**src/rtl/cpu_int_pkg.sv**
```systemverilog
// Shared definitions for the interrupt controller.
//   - FSM state encodings (IDLE / REQ / SERV)
//   - id_width(): bits needed to index NSRC sources (clog2, minimum 1)
package cpu_int_pkg;

    localparam int unsigned ST_W = 2;

    localparam logic [ST_W-1:0] ST_IDLE = 2'd0;
    localparam logic [ST_W-1:0] ST_REQ  = 2'd1;
    localparam logic [ST_W-1:0] ST_SERV = 2'd2;

    // Width of a source index; never below one bit so ports stay legal.
    function automatic int unsigned id_width(input int unsigned n);
        int unsigned w;
        w = 1;
        while ((32'd1 << w) < n) begin
            w = w + 1;
        end
        return w;
    endfunction

endpackage : cpu_int_pkg

```
**src/rtl/cpu_int_prio.sv**
```systemverilog
// Combinational fixed-priority encoder: lowest set index wins.
//   req   : pending & enabled sources
//   sel_c : index of the winning source (0 when none)
//   any_c : at least one source requesting
module cpu_int_prio #(
    parameter int unsigned NSRC = 4,
    parameter int unsigned ID_W = 2
) (
    input  logic [NSRC-1:0] req,
    output logic [ID_W-1:0] sel_c,
    output logic            any_c
);

    // Scan from the top so the lowest requesting index overwrites last.
    always_comb begin
        sel_c = '0;
        any_c = |req;
        for (int i = int'(NSRC) - 1; i >= 0; i--) begin
            if (req[i]) begin
                sel_c = ID_W'(i);
            end
        end
    end

endmodule : cpu_int_prio

```
**src/rtl/cpu_int_ctrl.sv**
```systemverilog
// Interrupt controller in front of the cpu interrupt input.
// Edge-detects NSRC raw lines into a pending register, masks them with a
// cpu-writable enable register, and presents the lowest-index enabled source
// to the cpu through a req/ack/done handshake (no nesting, no preemption).
//   clk, reset  : clock, synchronous active-low reset
//   irq_in      : raw interrupt lines (rising edge significant)
//   mask_we/wdata, mask_q : enable register write port and current value
//   pending     : pending register
//   int_req/int_ack/int_done : handshake with the cpu
//   int_id/int_vec : selected source and its handler address
module cpu_int_ctrl
    import cpu_int_pkg::*;
#(
    parameter int unsigned      NSRC       = 4,
    parameter int unsigned      VEC_W      = 10,
    parameter logic [VEC_W-1:0] VEC_BASE   = VEC_W'('h3F0),
    parameter int unsigned      VEC_STRIDE = 4
) (
    input  logic                          clk,
    input  logic                          reset,
    input  logic [NSRC-1:0]               irq_in,
    input  logic                          mask_we,
    input  logic [NSRC-1:0]               mask_wdata,
    output logic [NSRC-1:0]               mask_q,
    output logic [NSRC-1:0]               pending,
    output logic                          int_req,
    input  logic                          int_ack,
    input  logic                          int_done,
    output logic [id_width(NSRC)-1:0]     int_id,
    output logic [VEC_W-1:0]              int_vec
);

    localparam int unsigned ID_W = id_width(NSRC);

    logic [NSRC-1:0]  irq_s_q,   irq_s_d;
    logic [NSRC-1:0]  irq_dly_q, irq_dly_d;
    logic [NSRC-1:0]  pending_q, pending_d;
    logic [NSRC-1:0]  mask_d;
    logic [ST_W-1:0]  state_q,   state_d;
    logic             int_req_q, int_req_d;
    logic [ID_W-1:0]  int_id_q,  int_id_d;
    logic [VEC_W-1:0] int_vec_q, int_vec_d;

    logic [NSRC-1:0]  rise_c;
    logic [NSRC-1:0]  id_onehot_c;
    logic [ID_W-1:0]  sel_c;
    logic             any_c;
    logic             ack_take_c;
    logic [VEC_W-1:0] vec_c;

    // Two-flop input stage; a rising edge is "new high, old low".
    always_comb begin
        irq_s_d   = irq_in;
        irq_dly_d = irq_s_q;
        rise_c    = irq_s_q & ~irq_dly_q;
    end

    // Enable register write port.
    always_comb begin
        mask_d = mask_q;
        if (mask_we) begin
            mask_d = mask_wdata;
        end
    end

    cpu_int_prio #(
        .NSRC (NSRC),
        .ID_W (ID_W)
    ) u_prio (
        .req   (pending_q & mask_q),
        .sel_c (sel_c),
        .any_c (any_c)
    );

    // Handler address, wrapping modulo 2^VEC_W.
    always_comb begin
        vec_c = VEC_BASE + (VEC_W'(sel_c) * VEC_W'(VEC_STRIDE));
    end

    // One-hot of the source currently held in int_id.
    always_comb begin
        id_onehot_c = NSRC'(1) << int_id_q;
    end

    // Handshake FSM.
    always_comb begin
        state_d    = state_q;
        int_req_d  = int_req_q;
        int_id_d   = int_id_q;
        int_vec_d  = int_vec_q;
        ack_take_c = 1'b0;
        case (state_q)
            ST_IDLE: begin
                int_req_d = 1'b0;
                if (any_c) begin
                    int_id_d  = sel_c;
                    int_vec_d = vec_c;
                    int_req_d = 1'b1;
                    state_d   = ST_REQ;
                end
            end
            ST_REQ: begin
                // Ack has priority over a coincident done or a mask drop.
                if (int_ack) begin
                    ack_take_c = 1'b1;
                    int_req_d  = 1'b0;
                    state_d    = ST_SERV;
                end else if (~|(mask_q & id_onehot_c)) begin
                    int_req_d = 1'b0;
                    state_d   = ST_IDLE;
                end
            end
            ST_SERV: begin
                int_req_d = 1'b0;
                if (int_done) begin
                    state_d = ST_IDLE;
                end
            end
            default: begin
                int_req_d = 1'b0;
                state_d   = ST_IDLE;
            end
        endcase
    end

    // Pending: a fresh edge on the same bit beats the acknowledge clear.
    always_comb begin
        pending_d = pending_q;
        if (ack_take_c) begin
            pending_d = pending_d & ~id_onehot_c;
        end
        pending_d = pending_d | rise_c;
    end

    always_ff @(posedge clk) begin
        if (!reset) begin
            irq_s_q   <= '0;
            irq_dly_q <= '0;
            pending_q <= '0;
            mask_q    <= '0;
            state_q   <= ST_IDLE;
            int_req_q <= 1'b0;
            int_id_q  <= '0;
            int_vec_q <= '0;
        end else begin
            irq_s_q   <= irq_s_d;
            irq_dly_q <= irq_dly_d;
            pending_q <= pending_d;
            mask_q    <= mask_d;
            state_q   <= state_d;
            int_req_q <= int_req_d;
            int_id_q  <= int_id_d;
            int_vec_q <= int_vec_d;
        end
    end

    assign pending = pending_q;
    assign int_req = int_req_q;
    assign int_id  = int_id_q;
    assign int_vec = int_vec_q;

endmodule : cpu_int_ctrl

```
**config.mk**
```make
export PLATFORM = sky130hd
export DESIGN_NAME = cpu_int_ctrl
export DESIGN_NICKNAME = d
export VERILOG_FILES = /design/src/rtl/cpu_int_pkg.sv /design/src/rtl/cpu_int_prio.sv /design/src/rtl/cpu_int_ctrl.sv
export SDC_FILE = /design/constraint.sdc
export NUM_CORES = 1
export LEC_CHECK = 0
export ABC_CLOCK_PERIOD_IN_PS = 2450
export CORE_ASPECT_RATIO = 0.9
export CORE_MARGIN = 8
export CORE_UTILIZATION = 46
export CTS_BUF_LIST = sky130_fd_sc_hd__clkbuf_4
export DETAILED_ROUTE_END_ITERATION = 7
export HOLD_SLACK_MARGIN = 0.05
export PLACE_DENSITY = 0.91
export SETUP_SLACK_MARGIN = 0.05
export SLEW_MARGIN = 20
export SYNTH_ARGS = -nofsm -noshare
export SYNTH_HDL_FRONTEND = slang
export SYNTH_SLANG_ARGS = --single-unit
```
**constraint.sdc**
```tcl
create_clock -name clk -period 2.45 [get_ports clk]
set_input_delay 0.3675 -clock clk [delete_from_list [all_inputs] [get_ports clk]]
set_output_delay 0.3675 -clock clk [all_outputs]
set_load 0.01 [all_outputs]
```
-- Word-level counts from Yosys, hierarchy flattened
Cells that the tools add are included.
- register bits: 31
- output and inout port bits: 21
- add/subtract/negate cells: 1
- eq/ne operators: 5
- shift-type cells: 1
- mux-type cells: 16
- bitwise operators: 7
- reductions and logical operators: 5
- operator list (cell ; number):
    $and A4 B4 Y4 ; 4
    $mux W2 ; 8
    $not A4 Y4 ; 2
    $reduce_or A4 Y1 ; 2
    $add A5 B5 Y6 const A ; 1
    $pmux W2 S3 ; 1
    $mux W1 ; 5
    $mux W4 ; 1
    $ne A2 B2 Y1 const B ; 2
    $or A4 B4 Y4 ; 1
    $shl A1 B2 Y4 const A ; 1
    $ne A3 B3 Y1 const B ; 1
    $reduce_and A3 Y1 ; 1
    $eq A2 B1 Y1 const B ; 1
    $eq A2 B2 Y1 const B ; 1
    $logic_not A2 Y1 ; 1
    $pmux W1 S2 ; 1
    $reduce_and A2 Y1 ; 1

-- Longest topological paths before layout
- depth after elaboration: 6
- mapped depth: 4
- mapped depth without buffers: 4

-- Modules after synthesis
A second synthesis with hierarchy kept.
- cells, all modules: 96
- area, all modules: 937.1 µm²
- modules (own cells, without submodules) (module ; instances ; cells each ; area each (µm²) ; sequential area each (µm²)):
    cpu_int_ctrl ; 1 ; 89 ; 902.1 ; 440.4
    cpu_int_prio ; 1 ; 7 ; 35.0 ; 0.0

-- Worst setup path before layout
No wires, ideal clock.
- path type: reg2reg
- from: reg int_id_q[0], in the netlist int_id[0]
- to: reg int_req_q, in the netlist int_req
- library setup time: 117 ps
- arrival: 1203 ps
- required time: 2333 ps
- setup slack: 1129 ps
- stages on the path, launching flop included: 4
- path buffers: 0
- clock period less this slack: 1321 ps
- cells stage by stage: dfxtp_1 mux4_1 nand3_1 o21ai_1
- cells in the longest elaborated chain, start to end: 4
- ends and longest elaborated chain (what ; RTL line ; RTL):
    from (decl) ; cpu_int_ctrl.sv:41 ; logic [ID_W-1:0] int_id_q, int_id_d;
    from (signal assigned) ; cpu_int_ctrl.sv:152 ; int_id_q <= int_id_d;
    $shl A1 B2 Y4 ; cpu_int_ctrl.sv:82 ; id_onehot_c = NSRC'(1) << int_id_q;
    $and A4 B4 Y4 ; cpu_int_ctrl.sv:108 ; end else if (~|(mask_q & id_onehot_c)) begin
    $reduce_or A4 Y1 ; cpu_int_ctrl.sv:108 ;
    $ne A3 B3 Y1 (no line) ; - ;
    to (signal assigned) ; cpu_int_ctrl.sv:151 ; int_req_q <= int_req_d;
    to (decl) ; cpu_int_ctrl.sv:40 ; logic int_req_q, int_req_d;
No other way between the ends.
A chain may end at the register's enable or synchronous reset.

==> impl_metrics.env <==
export IMPL_wl_per_cell_um=13.2
export IMPL_worstSetupEndpointType="output port"
export IMPL_maxCapViolCount=0
export IMPL_intPower_mw=0.506
export IMPL_finalPower_mw=0.670
export IMPL_p_per_area_nw_per_um2=553
export IMPL_htree_levels=1
export IMPL_syn_to_final_growth_pct=31.9
export IMPL_core_area_um2=1900
export IMPL_vias=702
export IMPL_place_congestion=0.798
export IMPL_grt_start_max_net_pins=25
export IMPL_synth_ff_type="dfxtp_1"
export IMPL_synth_edf_count=0
export IMPL_status="finished, final reports clean"
export IMPL_first_pass_iters=4
export IMPL_cts_hold_buf=0
export IMPL_tns_ns=0
export IMPL_min_path_type="flip-flop to flip-flop"
export IMPL_ys_ff_latch=22
export IMPL_cts_root_buf="clkbuf_4"
export IMPL_slowest_stage="clkdlybuf4s50_1"
export IMPL_cp_max_fo=8
export IMPL_critPathLaunchType="flip-flop"
export IMPL_critPathBufInv=1
export IMPL_cts_buffers=3
export IMPL_p_clk_share_pct=24.3
export IMPL_rows=15
export IMPL_fin_crit_ns=1.76
export IMPL_path_delay_family="buffers and inverters"
export IMPL_cts_sinks=22
export IMPL_boundaryPins=34
export IMPL_path_class="flip-flop to output port"
export IMPL_die_h_um=58.4
export IMPL_final_nets=132
export IMPL_worstMarginPinSlew_ns=0.623
export IMPL_power_net_switching_mw=0.164
export IMPL_clock_path_buffers=2
export IMPL_setup_viol=0
export IMPL_clk_pin_slew_worst_paths_ns=0.11
export IMPL_dr_first_iter_drc_count=15
export IMPL_rsz0062_at_grt="false"
export IMPL_drive_gt1_share_pct=4.24
export IMPL_crit_chain="clkdlybuf4s50_1"
export IMPL_finalHoldViolCount=0
export IMPL_fin_crit_sh_pct=72.0
export IMPL_fin_skew_ns=0.00570
export IMPL_relSlewSlack_pct=58.3
export IMPL_clkLatencyLatePin_ns=0.31
export IMPL_cts_resized=0
export IMPL_grt_pass1_wl_um=3290
export IMPL_yosysWarnings=0
export IMPL_ir_drop_mv=0.398
export IMPL_comb_power_share_pct=16.7
export IMPL_wirelength_um=1890
export IMPL_critical_path_required_ns=2.08
export IMPL_power_share_switching_pct=24.5
export IMPL_postSynthAreaPerCell_um2=9.77
export IMPL_power_frac_seq_pct=59.0
export IMPL_grt_pass1_vias=708
export IMPL_dieArea_um2=3680
export IMPL_die_w_um=63.1
export IMPL_worstPathArrival_ns=1.40
export IMPL_grtUsageTotal_pct=11.0
export IMPL_ys_types=25
export IMPL_slew_viol_final=0
export IMPL_start_util_pct=48.4
export IMPL_async_reset_ff_share_pct=0
export IMPL_grt_antenna_before_repair=0
export IMPL_viasPerCell=4.91
export IMPL_drcViolationCount=0
export IMPL_overflow=0
export IMPL_synth_cells=94
export IMPL_post_cts_buffers=0
export IMPL_dp_hpwl_um=1500
export IMPL_leakage_nw=0.451
export IMPL_cpPeakStageDelay_ns=0.60
export IMPL_fmax_mhz=567
export IMPL_synth_area_um2=918
export IMPL_seq_area_frac_synth_pct=48.0
export IMPL_worst_r2r_setup_slack_ns=1.07
export IMPL_cts_tree="yes"
export IMPL_port_buffers=31
export IMPL_ant_nets=0
export IMPL_antenna_cells=0
==> metrics by stage <==
stage | area [µm²] | utilization [%] | hold WS, ns | instances | setup slack (ns)
after floorplan | 922 | - | 0.421 | 95 | 1.13
after global placement | 1180 | 62.5 | 0.431 | 139 | 0.825
after detailed placement | 1180 | 62.5 | 0.436 | 139 | 0.717
after CTS | 1210 | 63.9 | 0.464 | 143 | 0.660
after global routing | 1210 | 63.9 | 0.482 | 143 | 0.607
final | 1210 | 63.9 | 0.458 | 143 | 0.686
==> worst paths after layout <==
check | start | end | cells past startpoint
worst min register to register | irq_dly_d[0] | irq_dly_q[0] | 1
worst max-delay path | int_id[0] | int_vec[2] | 1
worst min-delay path | irq_dly_d[0] | irq_dly_q[0] | 1
worst max register to register | int_id[0] | int_req | 3
==> placed cells by master (no fill, tap or decap) <==
cell type and count:
clkdlybuf4s50_1 31, dfxtp_1 22, nor2b_1 10, and2_1 8, nand2_1 6, nor2_1 6, mux2i_1 4, o21ai_0 3
a31oi_1 3, inv_1 3, clkbuf_4 3, o21a_1 2, nand3_1 2, a21oi_1 2, conb_1 2, a22oi_2 1
a311oi_4 1, a32o_1 1, nand4_1 1, and3b_1 1, mux4_1 1, a21boi_1 1, o31ai_1 1, a211oi_1 1
o21ai_1 1, clkinv_1 1
==> layout make-up <==
class | count | area (µm²)
Fill cell | 160 | 684
Sequential cell | 22 | 440
Multi-Input combinational cell | 58 | 392
Timing Repair Buffer | 31 | 310
Tap cell | 25 | 31.3
Clock buffer | 3 | 22.5
Inverter | 3 | 11.3
Clock inverter | 1 | 3.75
==> cell families after synthesis <==
kind of cell | after synthesis | share of synthesized area, %
buf+inv | 15 | 9.81
compound gates | 17 | 14.7
flops | 22 | 48.0
simple gates | 34 | 19.9
other cells | 1 | 0.408
mux | 5 | 7.22
==> Yosys cell counts, types with 2 or more instances <==
| master | number | share of area, % |
|---|---|---|
| dfxtp_1 | 22 | 48 |
| nor2b_1 | 10 | 6.8 |
| buf_4 | 9 | 7.4 |
| and2_1 | 8 | 5.4 |
| nand2_1 | 6 | 2.5 |
| nor2_1 | 6 | 2.5 |
| mux2i_1 | 4 | 4.4 |
| a31oi_1 | 3 | 2.0 |
| clkbuf_1 | 3 | 1.2 |
| inv_1 | 3 | 1.2 |
| o21ai_0 | 3 | 1.6 |
| a21oi_1 | 2 | 1.1 |
| nand3_1 | 2 | 1.1 |
| o21a_1 | 2 | 1.6 |
==> layer usage <==
layer	wire length, µm	vias up	part of all wire [%]	GRT usage (%)
met5	0	-	0	0
met4	23	0	1.2	3.90
met1	731	312	39	11.0
li1	-	357	-	-
met3	159	4	8.4	4.92
met2	975	29	52	20.1
==> sequential cells by signal (all words and copies together) (netlist names) <==
register,flops
state_q,2
int_id,1
int_vec,2
mask_q,4
irq_dly_d,4
pending,4
irq_dly_q,4
int_req,1
==> power by group through the flow <==
stage / Clock (mW) / Combinational, mW / Sequential (mW)
floorplan: 0 / 0.0570 / 0.405
global placement: 0 / 0.110 / 0.402
detailed placement: 0 / 0.113 / 0.404
CTS: 0.168 / 0.114 / 0.396
global route: 0.184 / 0.123 / 0.399
finish: 0.163 / 0.112 / 0.395
(Power assumes the default switching activity.)
